--- src/rtl/mux_nway_pipe_pkg.sv ---
// Shared constants for mux_nway_pipe: mode encodings and lock FSM states.
package mux_nway_pipe_pkg;

    localparam logic MUX_MODE_MANUAL = 1'b0;
    localparam logic MUX_MODE_RR     = 1'b1;

    typedef enum logic {
        LK_UNLOCKED = 1'b0,
        LK_LOCKED   = 1'b1
    } lock_st_t;

endpackage

--- src/rtl/mux_nway_pipe_rr_pick.sv ---
// Rotating-priority search: first set req bit at or after ptr, wrapping mod CH.
// Purely combinational; ptr must be below CH.
module mux_nway_pipe_rr_pick
    import mux_nway_pipe_pkg::*;
#(
    parameter int CH    = 4,
    parameter int SEL_W = $clog2(CH)
) (
    input  logic [CH-1:0]    req,
    input  logic [SEL_W-1:0] ptr,
    output logic [SEL_W-1:0] gnt_idx,
    output logic             gnt_vld
);

    logic [CH-1:0] rot;
    logic [SEL_W:0] sum;

    always_comb begin
        rot     = CH'({req, req} >> ptr);
        gnt_idx = '0;
        gnt_vld = 1'b0;
        sum     = '0;
        // Scan high to low so the lowest rotated offset wins.
        for (int i = CH - 1; i >= 0; i--) begin
            if (rot[i]) begin
                sum     = {1'b0, ptr} + (SEL_W+1)'(i);
                gnt_vld = 1'b1;
            end
        end
        if (sum >= (SEL_W+1)'(CH)) begin
            sum = sum - (SEL_W+1)'(CH);
        end
        gnt_idx = sum[SEL_W-1:0];
    end

endmodule

--- src/rtl/mux_nway_pipe.sv ---
// CH:1 stream mux (manual select or round-robin) into one output register; `MUX_LOCK_EN adds packet lock.
// Latency 1 cycle, 1 beat/cycle while out_ready is high.
// Backpressure: a full register with out_ready low holds and drops every in_ready bit.
module mux_nway_pipe
    import mux_nway_pipe_pkg::*;
#(
    parameter int WIDTH = 8,
    parameter int CH    = 4,
    parameter int SEL_W = $clog2(CH)
) (
    input  logic                clk,
    input  logic                rst,
    input  logic                mode,
    input  logic [SEL_W-1:0]    sel,
    input  logic [CH*WIDTH-1:0] in_data,
    input  logic [CH-1:0]       in_valid,
    output logic [CH-1:0]       in_ready,
    output logic [WIDTH-1:0]    out_data,
    output logic [SEL_W-1:0]    out_ch,
    output logic                out_valid,
    input  logic                out_ready
`ifdef MUX_LOCK_EN
    ,
    input  logic [CH-1:0]       in_last,
    output logic                out_last
`endif
);

    // Channel vectors padded to 2**SEL_W so an out-of-range select reads zero.
    localparam int NP = 1 << SEL_W;

    logic [NP-1:0]    vpad;
    logic [WIDTH-1:0] chd [NP];
    logic [SEL_W-1:0] ptr, ptr_nxt, rr_idx, gnt;
    logic             rr_vld, gnt_vld, load, xfer, adv;

    assign vpad = NP'(in_valid);

    for (genvar i = 0; i < NP; i++) begin : g_chd
        if (i < CH) begin : g_ch
            assign chd[i] = in_data[i*WIDTH +: WIDTH];
        end else begin : g_pad
            assign chd[i] = '0;
        end
    end

    mux_nway_pipe_rr_pick #(.CH(CH), .SEL_W(SEL_W)) u_rr_pick (
        .req     (in_valid),
        .ptr     (ptr),
        .gnt_idx (rr_idx),
        .gnt_vld (rr_vld)
    );

`ifdef MUX_LOCK_EN
    lock_st_t         lock_st;
    logic [SEL_W-1:0] lock_ch;
    logic [NP-1:0]    lpad;

    assign lpad = NP'(in_last);
`endif

    always_comb begin
        gnt     = sel;
        gnt_vld = vpad[sel];
        if (mode == MUX_MODE_RR) begin
            gnt     = rr_idx;
            gnt_vld = rr_vld;
        end
`ifdef MUX_LOCK_EN
        if (lock_st == LK_LOCKED) begin
            gnt     = lock_ch;
            gnt_vld = vpad[lock_ch];
        end
`endif
    end

    assign load     = !out_valid || out_ready;
    assign xfer     = load && gnt_vld && !rst;
    assign in_ready = xfer ? (CH'(1) << gnt) : '0;
    assign ptr_nxt  = (gnt == SEL_W'(CH - 1)) ? '0 : gnt + 1'b1;

`ifdef MUX_LOCK_EN
    // Round-robin moves on only at packet boundaries.
    assign adv = xfer && (mode == MUX_MODE_RR) && lpad[gnt];
`else
    assign adv = xfer && (mode == MUX_MODE_RR);
`endif

    always_ff @(posedge clk) begin
        if (rst) begin
            out_valid <= 1'b0;
            out_data  <= '0;
            out_ch    <= '0;
            ptr       <= '0;
        end else begin
            if (xfer) begin
                out_valid <= 1'b1;
                out_data  <= chd[gnt];
                out_ch    <= gnt;
            end else if (out_ready) begin
                out_valid <= 1'b0;
            end
            if (adv) begin
                ptr <= ptr_nxt;
            end
        end
    end

`ifdef MUX_LOCK_EN
    always_ff @(posedge clk) begin
        if (rst) begin
            lock_st  <= LK_UNLOCKED;
            lock_ch  <= '0;
            out_last <= 1'b0;
        end else if (xfer) begin
            out_last <= lpad[gnt];
            case (lock_st)
                LK_UNLOCKED: begin
                    if (!lpad[gnt]) begin
                        lock_st <= LK_LOCKED;
                        lock_ch <= gnt;
                    end
                end
                LK_LOCKED: begin
                    if (lpad[gnt]) begin
                        lock_st <= LK_UNLOCKED;
                    end
                end
                default: lock_st <= LK_UNLOCKED;
            endcase
        end
    end
`endif

endmodule
--- config.mk ---
export PLATFORM = sky130hd
export DESIGN_NAME = mux_nway_pipe
export DESIGN_NICKNAME = d
export VERILOG_FILES = /design/src/rtl/mux_nway_pipe_pkg.sv /design/src/rtl/mux_nway_pipe_rr_pick.sv /design/src/rtl/mux_nway_pipe.sv
export SDC_FILE = /design/constraint.sdc
export NUM_CORES = 1
export LEC_CHECK = 0
export ABC_CLOCK_PERIOD_IN_PS = 5300
export CORE_AREA = 2 2 55 57
export DETAILED_ROUTE_END_ITERATION = 8
export DIE_AREA = 0 0 57 59
export GPL_TIMING_DRIVEN = 0
export MAX_ROUTING_LAYER = met4
export PLACE_DENSITY = 0.83
export SLEW_MARGIN = 20
export SYNTH_ARGS = -nofsm -noshare
export SYNTH_HDL_FRONTEND = slang
export SYNTH_SLANG_ARGS = --single-unit
export TNS_END_PERCENT = 1
--- constraint.sdc ---
create_clock -name clk -period 5.3 [get_ports clk]
set_input_delay 1.325 -clock clk [delete_from_list [all_inputs] [get_ports clk]]
set_output_delay 1.325 -clock clk [all_outputs]
set_load 0.005 [all_outputs]
Yosys cells after proc, flatten, opt, wreduce, memory -nomap -nowiden
Index checks and enable logic that the tools add are counted.
Word-level totals
  register bits: 13
  output and inout port bits: 15
  logic and storage cells: 43
Cells by class
  $add $sub $neg: 5
  magnitude comparators: 3
  equality and inequality tests: 1
  shift-type cells: 2
  muxes and demuxes: 20
  bitwise operators: 1
  reductions and logical operators: 7
Operators with widths (number)
  8-bit binary-select mux with 2-bit select: 1
  8-bit 2-to-1 mux: 2
  3-bit 2-to-1 mux: 4
  1-bit 2-to-1 mux: 8
  8-bit by 2-bit right shift with 4-bit output: 1
  2-bit by 2-bit adder with 3-bit output (second input constant): 2
  3-bit greater-or-equal comparator (second input constant): 2
  2-bit 2-to-1 mux: 3
  4-bit 2-to-1 mux: 1
  1-bit by 2-bit << shifter with 4-bit output (first input constant): 1
  2-bit by 1-bit adder with 3-bit output (second input constant): 1
  1-bit logical AND: 3
  2-bit by 3-bit < comparator with 1-bit output (second input constant): 1
  2-bit NOT with 3-bit output: 1
  2-bit by 1-bit adder with 2-bit output (second input constant): 1
  1-bit binary-select mux with 2-bit select: 1
  2-bit == test (second input constant): 1
  1-bit zero test: 2
  2-bit nonzero test: 1
  2-bit by 1-bit subtractor with 2-bit output (second input constant): 1
  1-bit logical OR: 1

Longest topological paths before layout
Gate-level depths: netlist of run 1.
  depth in word-level cells: 12
  gate-level depth with buffers: 8

By module
From an unflattened synthesis of run 1, not the netlist that was laid out.
Unflattened totals
  cells, all modules: 118
  area total of the unflattened synthesis: 1039.7 sq um
Modules (own cells, without submodules)
  mux_nway_pipe: instances 1, cells each 103, area an instance 962.2 sq um, seq. area each 260.2 sq um
  mux_nway_pipe_rr_pick: instances 1, cells each 15, area an instance 77.6 sq um, seq. area each 0.0 sq um

Least setup slack after synthesis of run 1
No wires, ideal clock.
  kind: input-to-output
  start point: input in_valid[0]
  end point: output in_ready[0]
  data arrival time: 2514 ps
  setup slack: 1461 ps
  stages on the path: 7
  path through: buf_6 o211ai_1 a211oi_2 a311oi_4 nor3_2 buf_6 and2_1
Between the ends
  longest elaborated chain between the ends: 10
RTL lines
  start: declaration: line mux_nway_pipe.sv:16  | input logic [CH-1:0] in_valid,
  8-bit by 2-bit right shift with 4-bit output: line mux_nway_pipe_rr_pick.sv:19  | rot = CH'({req, req} >> ptr);
  3-bit 2-to-1 mux (4 in series): line mux_nway_pipe_rr_pick.sv:25  | if (rot[i]) begin
  3-bit greater-or-equal comparator / 2-bit by 1-bit subtractor with 2-bit output (equally long branches): line mux_nway_pipe_rr_pick.sv:30, mux_nway_pipe_rr_pick.sv:31
  2-bit 2-to-1 mux: line mux_nway_pipe_rr_pick.sv:30  | if (sum >= (SEL_W+1)'(CH)) begin
  2-bit 2-to-1 mux: line mux_nway_pipe.sv:65  | if (mode == MUX_MODE_RR) begin
  1-bit by 2-bit << shifter with 4-bit output: line mux_nway_pipe.sv:79  | assign in_ready = xfer ? (CH'(1) << gnt) : '0;
  4-bit 2-to-1 mux *: line mux_nway_pipe.sv:79
  end: declaration: line mux_nway_pipe.sv:17  | output logic [CH-1:0] in_ready,
Every way passes the cells marked *; elsewhere a longest branch is shown, timed or not. The select of a mux whose other input is x is not followed.

Final worst setup path of run 1
  start point: input in_valid[1]
  end point: output in_ready[2]
The elaborated chain is that of the path after synthesis.

==> results of run 1 <==
==> worst max path at each step <==
stage,startpoint,cells after the start,slack (ns),end
global route,in_valid[1],7,0.22,in_ready[2]
floorplan,in_valid[0],7,1.46,in_ready[0]
global placement,in_valid[1],7,0.44,in_ready[2]
detailed placement,in_valid[1],8,0.39,in_ready[0]
CTS,in_valid[1],8,0.39,in_ready[0]
finish,in_valid[1],7,0.39,in_ready[2]
==> worst reg2reg max path: cells and delay by family (launching register included) <==
kind | cells | cell delay (ns)
flops | 1 | 0.49
buf+inv | 2 | 0.26
compound gates | 5 | 0.96
==> metal layers <==
metal	share of wire (%)	up-vias	global-route usage, %
li1	-	560	-
met1	45	510	26.1
met2	45	50	32.2
met3	9.6	2	5.02
met4	0.61	0	4.98
met5	0	-	-
==> layout make-up <==
cell class              instances  share of cell area [%]
plain buffers                   7                    4.20
clock buffers                   4                    1.49
inverters                       6                    1.28
multi-input cells              89                    45.3
flip-flops and latches         13                    14.8
well taps                      31                    2.20
repair buffers                 54                    30.7
==> cell usage in the layout, fill, tap and decap left out, types with 2 or more instances in the layout <==
cell type	count
buf_6	5
inv_2	2
a221oi_2	8
inv_1	4
nand2b_1	4
o21ai_0	2
mux2_2	2
nor2b_1	2
nor2_1	6
a31oi_1	2
clkdlybuf4s50_1	54
mux2i_1	8
a211oi_2	10
clkbuf_4	3
nand3_1	2
a21oi_1	12
and2b_1	8
dfxtp_1	13
nand2_1	3
==> state kept, by name, indices dropped and copies added, names as in the netlist <==
name / cells
out_data: 8
out_ch: 2
ptr: 2
out_valid: 1
==> through the flow <==
step	setup slack (ns)	std cells	util [%]	cell area [sq um]	hold WS (ns)
CTS	0.389	204	64.9	1760	0.530
floorplan	1.46	115	-	1150	0.488
detailed placement	0.387	200	63.9	1730	0.505
finish	0.392	204	64.9	1760	0.526
global route	0.222	204	64.9	1760	0.577
global placement	0.442	200	63.9	1730	0.492
==> where the power goes <==
part | switching, W | internal (W) | total [W] | leakage, nW
clock network | 0.0000349 | 0.0000292 | 0.0000641 | 0.0150
logic | 0.0000614 | 0.0000838 | 0.000145 | 0.546
registers | 0.00000762 | 0.000110 | 0.000118 | 0.108
==> cell families after synthesis <==
kind of cell	Yosys count	share of synthesized area, %
AO/OA/AOI/OAI	46	40.7
AND/OR/NAND/NOR	31	16.5
flip-flops	13	22.6
buffers and inverters	13	8.35
multiplexers	11	11.2
XOR/XNOR	1	0.759
==> impl_metrics.json, run 1 <==
{
  "status": "completed",
  "worst-path-max-fanout": 10,
  "routedWlPerCell_um": 15.2,
  "critPathKind": "in -> out",
  "syn_nets": 157,
  "cp.required_ns": 3.97,
  "period_needed_ns": 4.91,
  "ys_ff_latch": 13,
  "ys_types": 39,
  "grt_first_pass_wirelength_mm": 5.22,
  "worstHoldStart": "out_valid$_SDFFE_PP0P_",
  "skew_ns": 0.00327,
  "r2r_start": "ptr[1]$_SDFFE_PP0P_",
  "cts_inserted_buffers": 3,
  "drc": 0,
  "yosysMostFrequentCell": "dfxtp_1",
  "rsz0062_at_grt": "false",
  "syn_to_final_growth_pct": 52.5,
  "multi_input_area_sq_um": 797,
  "r2r-end": "out_data[7]$_SDFFE_PP0P_",
  "crit_family": "buffers and inverters",
  "pin_count": 57,
  "path_clk_slew_ns": 0.08,
  "cp_slowest_cell": "clkdlybuf4s50_1",
  "worst_setup_path_end_kind": "primary output",
  "post_cts_buffers": 0,
  "cts_resized": 0,
  "worst_hold_path_type": "reg -> reg",
  "synth_top_area_cell": "dfxtp_1",
  "worstMarginPinSlew_ns": 0.568,
  "portBuffers": 54,
  "post_route_cells_drive_above_1_share_pct": 23.7,
  "syn_area_per_cell_sq_um": 10.0,
  "slew_headroom_pct": 62.0,
  "diodes": 0,
  "hold_viol": 0,
  "synthArstFlopShare_pct": 0,
  "ant_nets": 0,
  "cp-start-kind": "primary input",
  "finalNetCount": 216,
  "hpwl_mm": 2.41,
  "ys.warnings.count": 0,
  "cp_cell_sequence": "clkdlybuf4s50_1, o211ai_1, a211oi_2, a311oi_4, nand2_4, a21oi_1, clkdlybuf4s50_1",
  "yosysTopAreaCellShare_pct": 22.6,
  "netlist_area_sq_mm": 0.00115,
  "power_density_mw_per_mm2": 186,
  "min_path_cells": 2,
  "setup_viol": 0,
  "grt_pass1_vias": 1125,
  "slowest_delay_ns": 0.53,
  "ys.flop_type": "dfxtp_1",
  "reg2regPathDepth": 7,
  "critical_path_arrival_ns": 3.58,
  "yosysSeqAreaShare_pct": 22.6,
  "fin_crit_sh_pct": 92.6,
  "max_freq_ghz": 0.204,
  "p_leak_nw": 0.669,
  "slew_violations": 0,
  "crit_top_cell": "clkdlybuf4s50_1",
  "die_y_um": 59,
  "gp_congestion": 0.874,
  "core_sq_mm": 0.00271,
  "start_util_pct": 42.6,
  "r2r_slack_ns": 3.47,
  "synth_edf_count": 0,
  "firstDrtPassIters": 4,
  "insertion_delay_ns": 0.28,
  "antenna_found_initial": 0,
  "peakVddDrop_mv": 0.139,
  "drv_cap": 0,
  "dieArea_sq_mm": 0.00336,
  "cts_htree_levels": 1,
  "clk_path_buf_depth": 2,
  "cts_root_buf": "clkbuf_4",
  "vias_per_cell": 5.50,
  "fp-row-count": 19,
  "cts_hold_buf": 0,
  "die_width_um": 57,
  "overflow": 0,
  "syn_inst": 115,
  "clock-sinks": 13,
  "cts_tree": "built",
  "seqCellArea_sq_um": 260,
  "drt-total-wl_mm": 3.10,
  "p_total_w": 0.000327,
  "grtUsageTotal_pct": 20.3,
  "drt_iter0_drc": 30,
  "setup-tns-final_ns": 0,
  "yosys-top-cells-count": "dfxtp_1 (13), a21oi_1 (12), a211oi_2 (10)",
  "path_buf_inv": 2,
  "nFillCells": 229,
  "vias": 1122,
  "ys_top_cells_by_area": "dfxtp_1 (23%), a211oi_2 (11%), a221oi_2 (10%)",
  "grt_start_max_net_pins": 11,
  "holdPathEnd": "out_valid$_SDFFE_PP0P_"
}
Power figures use the tool's default switching activity.
==> run 2: changes to the inputs <==
--- a/config.mk
+++ b/config.mk
@@ -12,7 +12,6 @@
 export GPL_TIMING_DRIVEN = 0
 export MAX_ROUTING_LAYER = met4
 export PLACE_DENSITY = 0.83
-export SLEW_MARGIN = 20
 export SYNTH_ARGS = -nofsm -noshare
 export SYNTH_HDL_FRONTEND = slang
 export SYNTH_SLANG_ARGS = --single-unit
==> results of run 2 <==
The final DEF is identical to that of run 1; final timing and power are the same.
==> edit: new RTL, config.mk and constraints of run 1 <==
`CH` is set to 4 in 2 places; all go to 8.
--- a/src/rtl/mux_nway_pipe_rr_pick.sv
+++ b/src/rtl/mux_nway_pipe_rr_pick.sv
@@ -5,3 +5,3 @@
 #(
-    parameter int CH    = 4,
+    parameter int CH    = 8,
     parameter int SEL_W = $clog2(CH)
--- a/src/rtl/mux_nway_pipe.sv
+++ b/src/rtl/mux_nway_pipe.sv
@@ -7,3 +7,3 @@
     parameter int WIDTH = 8,
-    parameter int CH    = 4,
+    parameter int CH    = 8,
     parameter int SEL_W = $clog2(CH)
Ports: changed (5 resized); port bits go from 57 to 99. The function was not compared with the original's and may differ.
==> edit against run 1 <==
The flow now stops in 3_3_place_gp; area after synthesis is 90% higher.
==> edit: results (changes against run 1) <==
Run status: did not finish (was completed). It got as far as 3_3_place_gp and failed there. The tool reported: "[ERROR GPL-0301] Utilization 129.461 % exceeds 100%". The count of warnings emitted by yosys came to 0 (unchanged). The total nets after synthesis is 347 (was 157). Dominant cells by area after synthesis: dfxtp_1, mux4_2, nand3_1 (was dfxtp_1, a211oi_2, a221oi_2). The distinct cell type count of the synthesized netlist came to 53 (was 39).

The post-synthesis mux area share came out at 30.1% (was 11.2%). The post-synthesis instance area came out at 2190 µm² (was 1150 µm²). The area fraction in compound gates after synthesis is 26.5% (was 40.7%). Commonest cells in the synthesized netlist: nand3_1, nor2_1, o21ai_0 (was dfxtp_1, a21oi_1, a211oi_2). The count of state elements after synthesis came to 15 (was 13). The area share of xor/xnor cells in the synthesized design came out at 1.20% (was 0.759%). The post-synthesis cell count is 266 (was 115). The post-synthesis sequential area ratio came to 13.7% (was 22.6%). The leading register cell type out of synthesis is dfxtp_1 (unchanged).

The adder and majority cell fraction of the synthesized area is 1.14% (was 0%). The fraction of synthesis flops using an asynchronous set or reset pin is 0% (unchanged). The number of buffers added on ports came out at 97 (was 54).
## edit: cells by family after synthesis
logic type               after synthesis
multiplexers                          47
XOR/XNOR                               3
flip-flops                            15
AO/OA/AOI/OAI                         78
adder cells (fa/ha/maj)                2
buffers and inverters                 28
AND/OR/NAND/NOR                       93
